==> src/rtl/laser_pkg.sv <==
// laser_pkg: shared constants and types for the two-circle laser search.
//   COORD_W    - width of one grid coordinate (16x16 grid)
//   GRID_MAX   - largest coordinate value on the grid
//   NUM_POINTS - number of input points held in point memory
//   CNT_W      - default width of a coverage count (0..NUM_POINTS)
//   PASS_W     - width of the pass counter
//   state_t    - search scheduler FSM states
package laser_pkg;

    localparam int COORD_W    = 4;
    localparam int GRID_MAX   = 15;
    localparam int NUM_POINTS = 40;
    localparam int CNT_W      = 6;
    localparam int PASS_W     = 4;

    typedef enum logic [2:0] {
        S_IDLE   = 3'd0,
        S_SEED   = 3'd1,
        S_SWEEP1 = 3'd2,
        S_SWEEP2 = 3'd3,
        S_CHECK  = 3'd4,
        S_FINISH = 3'd5
    } state_t;

endpackage

==> src/rtl/laser_search_ctrl_if.sv <==
// laser_search_ctrl_if: request/acknowledge link between the search scheduler
// and the shared coverage-count engine.
//   eval_req   - scheduler -> engine, candidate pair valid, held until ack
//   eval_c1x.. - scheduler -> engine, candidate centres, stable under eval_req
//   eval_ack   - engine -> scheduler, one-cycle pulse, eval_count valid
//   eval_count - engine -> scheduler, points covered by the candidate pair
// Modports: master (scheduler side), slave (engine side).
interface laser_search_ctrl_if #(
    parameter int CNT_W = 6
);

    logic                          eval_req;
    logic [laser_pkg::COORD_W-1:0] eval_c1x;
    logic [laser_pkg::COORD_W-1:0] eval_c1y;
    logic [laser_pkg::COORD_W-1:0] eval_c2x;
    logic [laser_pkg::COORD_W-1:0] eval_c2y;
    logic                          eval_ack;
    logic [CNT_W-1:0]              eval_count;

    modport master (
        output eval_req, eval_c1x, eval_c1y, eval_c2x, eval_c2y,
        input  eval_ack, eval_count
    );

    modport slave (
        input  eval_req, eval_c1x, eval_c1y, eval_c2x, eval_c2y,
        output eval_ack, eval_count
    );

endinterface

==> src/rtl/laser_grid_iter.sv <==
// laser_grid_iter: 8-bit raster position over the 16x16 grid, x inner, y outer.
//   CLK, RST - clock, asynchronous active-high reset
//   clr      - return to (0,0) on the next edge (wins over adv)
//   adv      - step to the next raster position; 255 wraps to 0
//   x, y     - current position
//   last     - high while the position is (15,15)
module laser_grid_iter (
    input  logic                          CLK,
    input  logic                          RST,
    input  logic                          clr,
    input  logic                          adv,
    output logic [laser_pkg::COORD_W-1:0] x,
    output logic [laser_pkg::COORD_W-1:0] y,
    output logic                          last
);
    import laser_pkg::*;

    logic [2*COORD_W-1:0] pos_q;
    logic [2*COORD_W-1:0] pos_d;

    always_comb begin
        pos_d = pos_q;
        if (clr) begin
            pos_d = '0;
        end else if (adv) begin
            pos_d = pos_q + 1'b1;
        end
    end

    always_ff @(posedge CLK or posedge RST) begin
        if (RST) begin
            pos_q <= '0;
        end else begin
            pos_q <= pos_d;
        end
    end

    // Low nibble is x so that a plain increment gives the x-inner raster.
    assign x    = pos_q[COORD_W-1:0];
    assign y    = pos_q[2*COORD_W-1:COORD_W];
    assign last = (x == COORD_W'(GRID_MAX)) && (y == COORD_W'(GRID_MAX));

endmodule

==> src/rtl/laser_search_ctrl.sv <==
// laser_search_ctrl: alternating coordinate-descent search over two circle
// centres on a 16x16 grid. Each pass sweeps circle 1 with circle 2 fixed,
// then circle 2 with circle 1 fixed; the best-covering pair is kept.
//   CLK, RST          - clock, asynchronous active-high reset
//   start             - one-cycle pulse, begin a fresh search (IDLE only)
//   ev (master)       - candidate request / coverage count handshake
//   C1X, C1Y, C2X, C2Y - best centres found so far
//   best_cnt          - coverage of the best pair
//   busy              - search in progress (cycle after start until DONE)
//   DONE              - one-cycle pulse when the search ends
module laser_search_ctrl #(
    parameter int MAX_PASSES = 8,
    parameter int CNT_W      = laser_pkg::CNT_W
) (
    input  logic                          CLK,
    input  logic                          RST,
    input  logic                          start,
    laser_search_ctrl_if.master           ev,
    output logic [laser_pkg::COORD_W-1:0] C1X,
    output logic [laser_pkg::COORD_W-1:0] C1Y,
    output logic [laser_pkg::COORD_W-1:0] C2X,
    output logic [laser_pkg::COORD_W-1:0] C2Y,
    output logic [CNT_W-1:0]              best_cnt,
    output logic                          busy,
    output logic                          DONE
);
    import laser_pkg::*;

    state_t               state_q, state_d;
    logic [PASS_W-1:0]    pass_q, pass_d;
    logic                 improved_q, improved_d;
    logic                 req_q, req_d;
    logic                 busy_q, busy_d;
    logic                 done_q, done_d;
    logic [COORD_W-1:0]   fix_x_q, fix_x_d, fix_y_q, fix_y_d;
    logic [COORD_W-1:0]   b1x_q, b1x_d, b1y_q, b1y_d;
    logic [COORD_W-1:0]   b2x_q, b2x_d, b2y_q, b2y_d;
    logic [CNT_W-1:0]     bcnt_q, bcnt_d;

    logic                 grid_clr, grid_adv, grid_last;
    logic [COORD_W-1:0]   grid_x, grid_y;
    logic [COORD_W-1:0]   cand_c1x, cand_c1y, cand_c2x, cand_c2y;

    laser_grid_iter u_grid (
        .CLK  (CLK),
        .RST  (RST),
        .clr  (grid_clr),
        .adv  (grid_adv),
        .x    (grid_x),
        .y    (grid_y),
        .last (grid_last)
    );

    // The grid always drives the moving circle; the fixed one comes from the
    // centre latched when the sweep was entered.
    always_comb begin
        if (state_q == S_SWEEP2) begin
            cand_c1x = fix_x_q;
            cand_c1y = fix_y_q;
            cand_c2x = grid_x;
            cand_c2y = grid_y;
        end else begin
            cand_c1x = grid_x;
            cand_c1y = grid_y;
            cand_c2x = fix_x_q;
            cand_c2y = fix_y_q;
        end
    end

    always_comb begin
        state_d    = state_q;
        pass_d     = pass_q;
        improved_d = improved_q;
        req_d      = req_q;
        busy_d     = busy_q;
        done_d     = 1'b0;
        fix_x_d    = fix_x_q;
        fix_y_d    = fix_y_q;
        b1x_d      = b1x_q;
        b1y_d      = b1y_q;
        b2x_d      = b2x_q;
        b2y_d      = b2y_q;
        bcnt_d     = bcnt_q;
        grid_clr   = 1'b0;
        grid_adv   = 1'b0;

        case (state_q)
            S_IDLE: begin
                if (start) begin
                    state_d = S_SEED;
                    busy_d  = 1'b1;
                end
            end

            S_SEED: begin
                b1x_d      = '0;
                b1y_d      = '0;
                b2x_d      = '0;
                b2y_d      = '0;
                bcnt_d     = '0;
                pass_d     = '0;
                improved_d = 1'b0;
                fix_x_d    = '0;
                fix_y_d    = '0;
                grid_clr   = 1'b1;
                state_d    = S_SWEEP1;
            end

            S_SWEEP1, S_SWEEP2: begin
                // req is low on sweep entry and for one cycle after every
                // ack; acks seen while req is low fall through untouched.
                if (!req_q) begin
                    req_d = 1'b1;
                end else if (ev.eval_ack) begin
                    req_d = 1'b0;
                    if (ev.eval_count > bcnt_q) begin
                        b1x_d      = cand_c1x;
                        b1y_d      = cand_c1y;
                        b2x_d      = cand_c2x;
                        b2y_d      = cand_c2y;
                        bcnt_d     = ev.eval_count;
                        improved_d = 1'b1;
                    end
                    if (grid_last) begin
                        grid_clr = 1'b1;
                        if (state_q == S_SWEEP1) begin
                            // Fix circle 1 at its best, including a win on
                            // this very ack.
                            fix_x_d = b1x_d;
                            fix_y_d = b1y_d;
                            state_d = S_SWEEP2;
                        end else begin
                            state_d = S_CHECK;
                        end
                    end else begin
                        grid_adv = 1'b1;
                    end
                end
            end

            S_CHECK: begin
                pass_d = pass_q + 1'b1;
                if (!improved_q || (pass_d == PASS_W'(MAX_PASSES))) begin
                    done_d  = 1'b1;
                    busy_d  = 1'b0;
                    state_d = S_FINISH;
                end else begin
                    improved_d = 1'b0;
                    fix_x_d    = b2x_q;
                    fix_y_d    = b2y_q;
                    grid_clr   = 1'b1;
                    state_d    = S_SWEEP1;
                end
            end

            S_FINISH: begin
                state_d = S_IDLE;
            end

            default: begin
                state_d = S_IDLE;
            end
        endcase
    end

    always_ff @(posedge CLK or posedge RST) begin
        if (RST) begin
            state_q    <= S_IDLE;
            pass_q     <= '0;
            improved_q <= 1'b0;
            req_q      <= 1'b0;
            busy_q     <= 1'b0;
            done_q     <= 1'b0;
            fix_x_q    <= '0;
            fix_y_q    <= '0;
            b1x_q      <= '0;
            b1y_q      <= '0;
            b2x_q      <= '0;
            b2y_q      <= '0;
            bcnt_q     <= '0;
        end else begin
            state_q    <= state_d;
            pass_q     <= pass_d;
            improved_q <= improved_d;
            req_q      <= req_d;
            busy_q     <= busy_d;
            done_q     <= done_d;
            fix_x_q    <= fix_x_d;
            fix_y_q    <= fix_y_d;
            b1x_q      <= b1x_d;
            b1y_q      <= b1y_d;
            b2x_q      <= b2x_d;
            b2y_q      <= b2y_d;
            bcnt_q     <= bcnt_d;
        end
    end

    assign ev.eval_req = req_q;
    assign ev.eval_c1x = cand_c1x;
    assign ev.eval_c1y = cand_c1y;
    assign ev.eval_c2x = cand_c2x;
    assign ev.eval_c2y = cand_c2y;

    assign C1X      = b1x_q;
    assign C1Y      = b1y_q;
    assign C2X      = b2x_q;
    assign C2Y      = b2y_q;
    assign best_cnt = bcnt_q;
    assign busy     = busy_q;
    assign DONE     = done_q;

endmodule
==> src/flat_wrapper.sv <==
// flat-port wrapper written by rule: the top's interface ports become plain ports
module laser_search_ctrl_flat import laser_pkg::*;
#(
    parameter int MAX_PASSES = 8,
    parameter int CNT_W      = laser_pkg::CNT_W
)
  (CLK, RST, start, C1X, C1Y, C2X, C2Y, best_cnt, busy, DONE, ev_eval_req, ev_eval_c1x, ev_eval_c1y, ev_eval_c2x, ev_eval_c2y, ev_eval_ack, ev_eval_count);
  laser_search_ctrl_if #(.CNT_W(CNT_W)) ev_i ();
  input  logic CLK;
  input  logic RST;
  input  logic start;
  output logic [laser_pkg::COORD_W-1:0] C1X;
  output logic [laser_pkg::COORD_W-1:0] C1Y;
  output logic [laser_pkg::COORD_W-1:0] C2X;
  output logic [laser_pkg::COORD_W-1:0] C2Y;
  output logic [CNT_W-1:0] best_cnt;
  output logic busy;
  output logic DONE;
  output wire logic [$bits(ev_i.eval_req)-1:0] ev_eval_req;
  output wire logic [$bits(ev_i.eval_c1x)-1:0] ev_eval_c1x;
  output wire logic [$bits(ev_i.eval_c1y)-1:0] ev_eval_c1y;
  output wire logic [$bits(ev_i.eval_c2x)-1:0] ev_eval_c2x;
  output wire logic [$bits(ev_i.eval_c2y)-1:0] ev_eval_c2y;
  input wire logic [$bits(ev_i.eval_ack)-1:0] ev_eval_ack;
  input wire logic [$bits(ev_i.eval_count)-1:0] ev_eval_count;
  assign ev_eval_req = ev_i.eval_req;
  assign ev_eval_c1x = ev_i.eval_c1x;
  assign ev_eval_c1y = ev_i.eval_c1y;
  assign ev_eval_c2x = ev_i.eval_c2x;
  assign ev_eval_c2y = ev_i.eval_c2y;
  assign ev_i.eval_ack = ev_eval_ack;
  assign ev_i.eval_count = ev_eval_count;
  laser_search_ctrl #(.MAX_PASSES(MAX_PASSES), .CNT_W(CNT_W)) u_core (.CLK(CLK), .RST(RST), .start(start), .ev(ev_i), .C1X(C1X), .C1Y(C1Y), .C2X(C2X), .C2Y(C2Y), .best_cnt(best_cnt), .busy(busy), .DONE(DONE));
endmodule
==> config.mk <==
export PLATFORM = sky130hd
export DESIGN_NAME = laser_search_ctrl_flat
export DESIGN_NICKNAME = d
export VERILOG_FILES = /design/src/rtl/laser_pkg.sv /design/src/rtl/laser_search_ctrl_if.sv /design/src/rtl/laser_grid_iter.sv /design/src/rtl/laser_search_ctrl.sv /design/src/flat_wrapper.sv
export SDC_FILE = /design/constraint.sdc
export NUM_CORES = 1
export LEC_CHECK = 0
export BUFFER_PORTS_ARGS = -buffer_cell sky130_fd_sc_hd__buf_2
export CORE_MARGIN = 2
export CORE_UTILIZATION = 50
export CTS_CLUSTER_DIAMETER = 100
export DETAILED_ROUTE_END_ITERATION = 16
export PLACE_DENSITY = 0.76
export SLEW_MARGIN = 5
export SYNTH_ARGS = -nofsm -noshare
export SYNTH_HDL_FRONTEND = slang
export SYNTH_SLANG_ARGS = --single-unit
export TNS_END_PERCENT = 50
==> constraint.sdc <==
create_clock -name CLK -period 1.9 [get_ports CLK]
set_input_delay 0.095 -clock CLK [delete_from_list [all_inputs] [get_ports CLK]]
set_output_delay 0.095 -clock CLK [all_outputs]
set_load 0.1 [all_outputs]
==> key figures, run 1 <==
Status
  – Status: finished with violations
  – Failing checks: setup timing

Place
  – GP Congestion: roughly 0.86
  – Detailed Place HPWL: 5450 um
  – IO buf count: 50

Floorplanning
  – Initial Util: between 50% and 60%
  – IO Pins: 51
  – Die Width: between 70 and 80 um
  – Core area: 5473 um^2
  – Die Area: about 6300 um^2
  – FP Rows: 27
  – Chip Height: around 79 um

Critical path
  – CP Capture Type: flop
  – Worst-case reg-to-reg path depth: 8
  – Slowest CP cell: dfrtp_4
  – FF-to-FF End: u_core.fix_y_q[0]
  – Crit-path cells: inv_2 -> ha_4 -> a41o_1 -> a21oi_4 -> buf_6 -> a31o_4 -> a222oi_1 -> mux2i_1
  – Setup crit start kind: flop
  – Flop-to-flop setup slack: -0.22 ns
  – Worst Path Max Fanout: 5
  – Critical Path Max Stage Delay: approximately 0.43 ns
  – Reg2reg start: u_core.best_cnt[3]
  – CP Data Arrival Time: 2.28 ns
  – Crit path kind: reg2reg
  – Critical path required time: 2.06 ns

Synth
  – Mean Syn Cell Area: ~11 um^2
  – Netlist cell types: 52
  – Async SR Flop Fraction: 100.0%
  – Simple-Gate Fraction of Synth Area: 12.67%
  – Gate count after technology mapping: 269
  – Largest family of logic cells by synthesized area: compound AO/OA/AOI/OAI gates
  – Post-synth EDFFs: 0
  – Synth Flop Type: dfrtp_1
  – XOR/XNOR share of the synthesized area: under 10%
  – Register area share after synthesis: ~43%
  – #FFs+latches synth: slightly below 50
  – Mux cell area share after synthesis: 11.69%
  – Synth Warn #: 0
  – Post-synthesis adder-cell area fraction: 3.543%
  – Mapped Area: between 2000 and 3000 um^2
  – Synth Area in Compound Gates: between 20% and 30%
  – Synth Net Count: roughly 290

Pwr
  – P_sw: ~3.2 mW
  – VDD IR max: approximately 1.4 mV
  – Clock power frac: under 10%
  – Overall power: approximately 6.3 mW
  – Power density over cell area: between 1500 and 2000 nW/um^2
  – Reg power frac: 23.3%
  – Logic pwr share: about two thirds
  – Switching fraction of total power: around half
  – P_leak: slightly below 2 nW
  – Int Pwr: 3.089 mW

Layout
  – Share of layout cells above drive strength 1: 46.49%
  – Final core utilization: about three quarters
  – Filler cells: roughly 350
  – Layout net count: between 300 and 400
  – N_diodes: 0
  – P&R area growth vs syn: 47.03%

Drt
  – Drt pass-1 iters: 5
  – Detailed Route Iter0 Violations: approximately 210
  – Vias per std cell: about 6.1
  – DRC: 0
  – Antenna viol nets, final: 0
  – Final wirelength: around 8800 um
  – Vias: about 2700
  – Per-cell routed wire length: about 20 um

Run
  – Max Cap Viol: 0

Hold path
  – Hold endpoint: u_core.best_cnt[2]
  – HP Start: ev_eval_count[2]
  – Hold depth: 2
  – Hold crit path type: in2reg

STA
  – Tightest Pin Transition: between 0.6 and 0.7 ns
  – Fin crit period: 2.121 ns
  – Final Hold Viols: 0
  – Slew Viols, Final: 0
  – RSZ-0062 raised after global routing: yes
  – Setup TNS: -2.840 ns
  – Final setup viols: 34
  – Relative slew slack: 58.02%
  – Clk_skew: roughly 0.022 ns
  – Final period util: 111.7%
  – Peak Freq: 0.4714 GHz
  – Final WS setup: -0.2214 ns

GRT
  – Grt ovf: 0
  – Global-route wire length before repair: around 14000 um
  – Initial antenna violation count: 0
  – Total track usage: 28.35%
  – Maximum number of pins on one net before global-route repair: 29
  – Vias in the first global route: ~2800

CTS
  – Clock Sinks: just under 50
  – Clock tree from TritonCTS: built
  – CTS H-tree depth: 2
  – TritonCTS buffer count: 5
  – CTS Buffer Depth: 2
  – CTS clk-pin slew, worst paths: around 0.1 ns
  – Root buffer cell: clkbuf_8
  – Worst-Skew Late Latency: about 0.32 ns
==> synthesized netlist by cell type, types with 7 or more instances <==
cell	count	share of area [%]
mux2_2	16	6.4
o21ai_0	13	2.3
a21oi_1	8	1.4
buf_2	7	1.2
nand2_1	22	2.9
inv_1	11	1.5
nor2_1	16	2.1
mux2i_1	9	3.2
ha_1	8	3.5
dfrtp_1	49	43
a22o_1	14	4.3
nand4_1	10	2.2
==> per-layer routing <==
layer,global-route usage [%],wire (um),up-vias
met5,0,0,-
met4,10.34,264,0
met3,4.886,526,25
met2,49.24,4580,113
met1,35.33,3458,1343
li1,-,-,1203
==> area by class of cell <==
type | instances | area, um^2 | share of cell area (%)
Multi-Input combinational cell | 193 | 1648 | 39.67
Clock inverter | 1 | 5.005 | 0.1205
Clock buffer | 7 | 76.32 | 1.837
Tap cell | 72 | 90.09 | 2.169
Timing Repair Buffer | 108 | 1042 | 25.09
Sequential cell | 49 | 1247 | 30.03
Inverter | 12 | 45.04 | 1.084
==> sequential cells by signal, indices dropped and copies added, names as in the netlist <==
register	cells
u_core.DONE	1
u_core.ev.eval_req	1
u_core.fix_y_q	4
u_core.fix_x_q	4
u_core.busy	1
u_core.u_grid.pos_q	8
u_core.state_q	3
u_core.pass_q	4
u_core.C1Y	4
u_core.C2X	4
u_core.C2Y	4
u_core.best_cnt	6
u_core.improved_q	1
u_core.C1X	4
==> per-stage QoR <==
stage	setup WS, ns	hold slack (ns)	instance area (um^2)	std cells
after floorplan	-0.3735	0.2234	2925	269
after global placement	-0.08521	0.1992	3790	422
after detailed placement	-0.1420	0.2114	3790	422
after CTS	-0.1448	0.01550	4015	438
after global routing	-0.2486	0.01545	4154	442
final	-0.2214	0.01130	4154	442
==> logic make-up after synthesis <==
group / count (synthesis)
xor gates and xnor gates: 8
AOI/OAI and AO/OA: 76
and+or+nand+nor: 72
buffers and inverters: 27
muxes: 29
adders and majority gates: 8
DFF: 49
==> worst max-delay path, delay by kind of cell (launching register included) <==
family                   cells  cell delay [ns]
AO/OA/AOI/OAI                4             0.95
adder cells (fa/ha/maj)      1             0.26
buffers and inverters        2             0.19
flip-flops                   1             0.43
multiplexers                 1             0.14
==> repair_timing <==
action                                 4_1_cts  5_1_grt
pin swaps                                    9        6
cloned                                       1        1
gates resized for setup                     11       27
hold buffers                                 1        0
endpoints found under the hold margin       27        0
setup endpoints to repair                   42       51
setup buffers                                6        3
==> worst max path at each step <==
stage / slack, ns / cells after the start / startpoint / endpoint
floorplan: -0.37 / 9 / u_core.best_cnt[5] / u_core.best_cnt[0]
CTS: -0.14 / 8 / u_core.best_cnt[5] / u_core.fix_y_q[0]
global route: -0.25 / 7 / u_core.best_cnt[4] / u_core.fix_y_q[0]
finish: -0.22 / 8 / u_core.best_cnt[3] / u_core.fix_y_q[0]
detailed placement: -0.14 / 8 / u_core.best_cnt[3] / u_core.best_cnt[5]
global placement: -0.09 / 8 / u_core.best_cnt[5] / u_core.fix_y_q[0]
==> power groups by stage <==
stage	logic, mW	registers (mW)	clock network (mW)
floorplan	1.82	2.22	0
global placement	3.64	1.45	0
detailed placement	3.71	1.46	0
CTS	3.94	1.44	0.622
global route	4.39	1.48	0.665
finish	4.22	1.46	0.613
==> cell usage in the layout, fill, tap and decap left out, drive strengths merged, types with 4 or more instances in the layout <==
cell,count
nand2,22
ha,8
dfrtp,49
o2bb2ai,4
clkbuf,8
mux2,20
a21oi,9
nor2,17
nand3,5
a32o,5
inv,12
mux2i,9
buf,106
a22o,14
a222oi,4
o211ai,4
nand4,10
nor3,6
xor2,5
a22oi,5
o21ai,14
(Power assumes the default switching activity.)
==> run 2: changes to the inputs <==
--- a/config.mk
+++ b/config.mk
@@ -6,11 +6,13 @@
 export NUM_CORES = 1
 export LEC_CHECK = 0
 export BUFFER_PORTS_ARGS = -buffer_cell sky130_fd_sc_hd__buf_2
+export CORE_ASPECT_RATIO = 0.8
 export CORE_MARGIN = 2
 export CORE_UTILIZATION = 50
 export CTS_CLUSTER_DIAMETER = 100
 export DETAILED_ROUTE_END_ITERATION = 16
 export PLACE_DENSITY = 0.76
+export SETUP_SLACK_MARGIN = 0.2
 export SLEW_MARGIN = 5
 export SYNTH_ARGS = -nofsm -noshare
 export SYNTH_HDL_FRONTEND = slang
==> key figures, run 2 (synthesized netlist as in run 1, its figures left out) <==
GRT
  – GR Layer Usage met2: a little under half
  – Met3 GRT Util: between 5 and 6%
  – Total track usage: 29.56%
  – M1 GR Usage: roughly two fifths
  – Initial antenna violation count: 0
  – Global-route wire length before repair: about 14000 um
  – Grt peak-use layer: met2
  – Vias in the first global route: ~2800
  – Maximum number of pins on one net before global-route repair: 26
  – Grt ovf: 0

Layout
  – Non-Filler Instances: ~460
  – Biggest register: u_core.u_grid.pos_q
  – N_diodes: 0
  – Filler cells: 354
  – Most common cell after layout, fill and taps aside: buf_4
  – Most frequent cells in the layout: buf_4, dfrtp_1, buf_2
  – Max FFs per register: 8
  – Area of the multi-input gates: approximately 1700 um^2
  – Layout net count: 395
  – Final Cell Area: between 4000 and 5000 um^2
  – Total area of sequential cells: roughly 1300 um^2
  – P&R area growth vs syn: 49.73%
  – Share of layout cells above drive strength 1: 49.47%

Critical path
  – CP Data Arrival Time: 2.27 ns
  – Critical path required time: 2.08 ns
  – Worst-case reg-to-reg path depth: 8
  – Setup crit start kind: flop
  – Flop-to-flop setup slack: -0.19 ns
  – CP endpoint: u_core.fix_y_q[0]
  – Critical Path Source: u_core.best_cnt[3]
  – Worst Path Max Fanout: 8
  – Reg2reg start: u_core.best_cnt[3]
  – Crit path kind: reg2reg
  – FF-to-FF End: u_core.fix_y_q[0]
  – CP Capture Type: flop

CTS
  – Clock tree from TritonCTS: built
  – Clock Sinks: 49
  – TritonCTS buffer count: 5
  – Root buffer cell: clkbuf_8
  – CTS Buffer Depth: 2
  – CTS H-tree depth: 2
  – Worst-Skew Late Latency: 0.32 ns
  – CTS clk-pin slew, worst paths: around 0.090 ns

Drt
  – Detailed Route Iter0 Violations: 240
  – Per-cell routed wire length: 19.32 um
  – Vias per std cell: 6.011
  – Final wirelength: around 8800 um
  – DRC: 0
  – Antenna viol nets, final: 0
  – Drt pass-1 iters: 6
  – Vias: roughly 2700

STA
  – Final Hold Viols: 0
  – Relative slew slack: between 50% and 60%
  – Final period util: 109.8%
  – Peak Freq: between 0.4 and 0.5 GHz
  – RSZ-0062 raised after global routing: yes
  – Tightest Pin Transition: a little over 0.7 ns
  – Final WS setup: -0.1869 ns
  – Final setup viols: 46
  – Clk_skew: between 0.005 and 0.006 ns
  – Slew Viols, Final: 0
  – Fin crit period: around 2.1 ns

Run
  – Max Cap Viol: 0

Pwr
  – Clock power frac: a little over a tenth
  – VDD IR max: between 1.5 and 2 mV
  – Reg power frac: a little under a quarter
  – P_sw: around 3.3 mW
  – P_leak: about 2.0 nW
  – Logic pwr share: between 60% and 70%
  – Switching fraction of total power: between 50% and 60%
  – Power density over cell area: around 1500 nW/um^2
  – Int Pwr: 3.129 mW
  – Overall power: approximately 6.4 mW

Place
  – IO buf count: 50
  – Dpl ws: -0.1697 ns
  – Detailed Place HPWL: roughly 5700 um
  – Placed Cells: roughly 440
  – DP Area: 3867 um^2
  – GP Congestion: approximately 0.90

Floorplanning
  – Initial Util: between 50% and 60%
  – Die Width: between 80 and 90 um
  – Chip Height: about 71 um
  – Core area: 5465 um^2
  – FP Rows: 24
  – IO Pins: a little over 50
  – Die Area: about 6300 um^2

Status
  – Status: finished with violations
  – Failing checks: setup timing

Hold path
  – Hold crit path type: in2reg
## run 2: worst max-delay path, cell delays in order (launching register included)
cell      delay (ns)
dfrtp_4         0.49
inv_2           0.07
ha_4            0.19
a41o_1          0.26
a21oi_4         0.24
a211oi_4        0.11
buf_6           0.15
a222oi_1        0.28
mux2i_1         0.15
## run 2: layout make-up
type	instances	area share, %
multi-input combinational	195	39.96
sequential	49	29.58
timing repair buffer	114	24.82
tap	78	2.307
clock buffer	6	1.952
inverter	12	1.065
clock inverter	2	0.3253
## run 2: routing by layer
layer  wire length, um  vias up
met5                 0        -
met4               204        0
met3               576       24
met2              4316      127
met1              3714     1368
li1                  -     1222
## run 2: how the worst min path moves through the flow
stage                startpoint  slack [ns]  depth (start not counted)            endpoint
4_1_cts        ev_eval_count[0]        0.01                          2  u_core.best_cnt[0]
3_3_place_gp                RST        0.18                          2  u_core.best_cnt[4]
6_report       ev_eval_count[0]        0.01                          2  u_core.best_cnt[0]
3_5_place_dp                RST        0.18                          2  u_core.best_cnt[3]
2_1_floorplan  ev_eval_count[2]        0.22                          1  u_core.best_cnt[2]
5_1_grt        ev_eval_count[0]        0.02                          2  u_core.best_cnt[0]
## run 2: repair_timing
action | CTS | global route
pin swaps | 36 | 7
hold buffers | 1 | 0
setup endpoints to repair | 53 | 55
gates cloned | 2 | 0
resized for setup | 35 | 5
hold endpoints to repair | 24 | 0
buffers inserted | 9 | 0
## run 2: metrics by stage
stage | setup TNS [ns] | util, % | hold WS (ns)
floorplan | -7.788 | - | 0.2234
global placement | -1.147 | 70.76 | 0.1788
detailed placement | -2.682 | 70.76 | 0.1837
CTS | -1.480 | 77.01 | 0.01126
global route | -6.251 | 77.40 | 0.02207
finish | -3.580 | 77.40 | 0.01263
## run 2: power by group through the flow
stage                     clock network (mW)  registers [mW]  logic, mW
final                                  0.677            1.46       4.27
after global routing                   0.712            1.48       4.44
after CTS                              0.680            1.44       4.16
after detailed placement                   0            1.46       3.79
after global placement                     0            1.44       3.72
after floorplan                            0            2.23       1.87
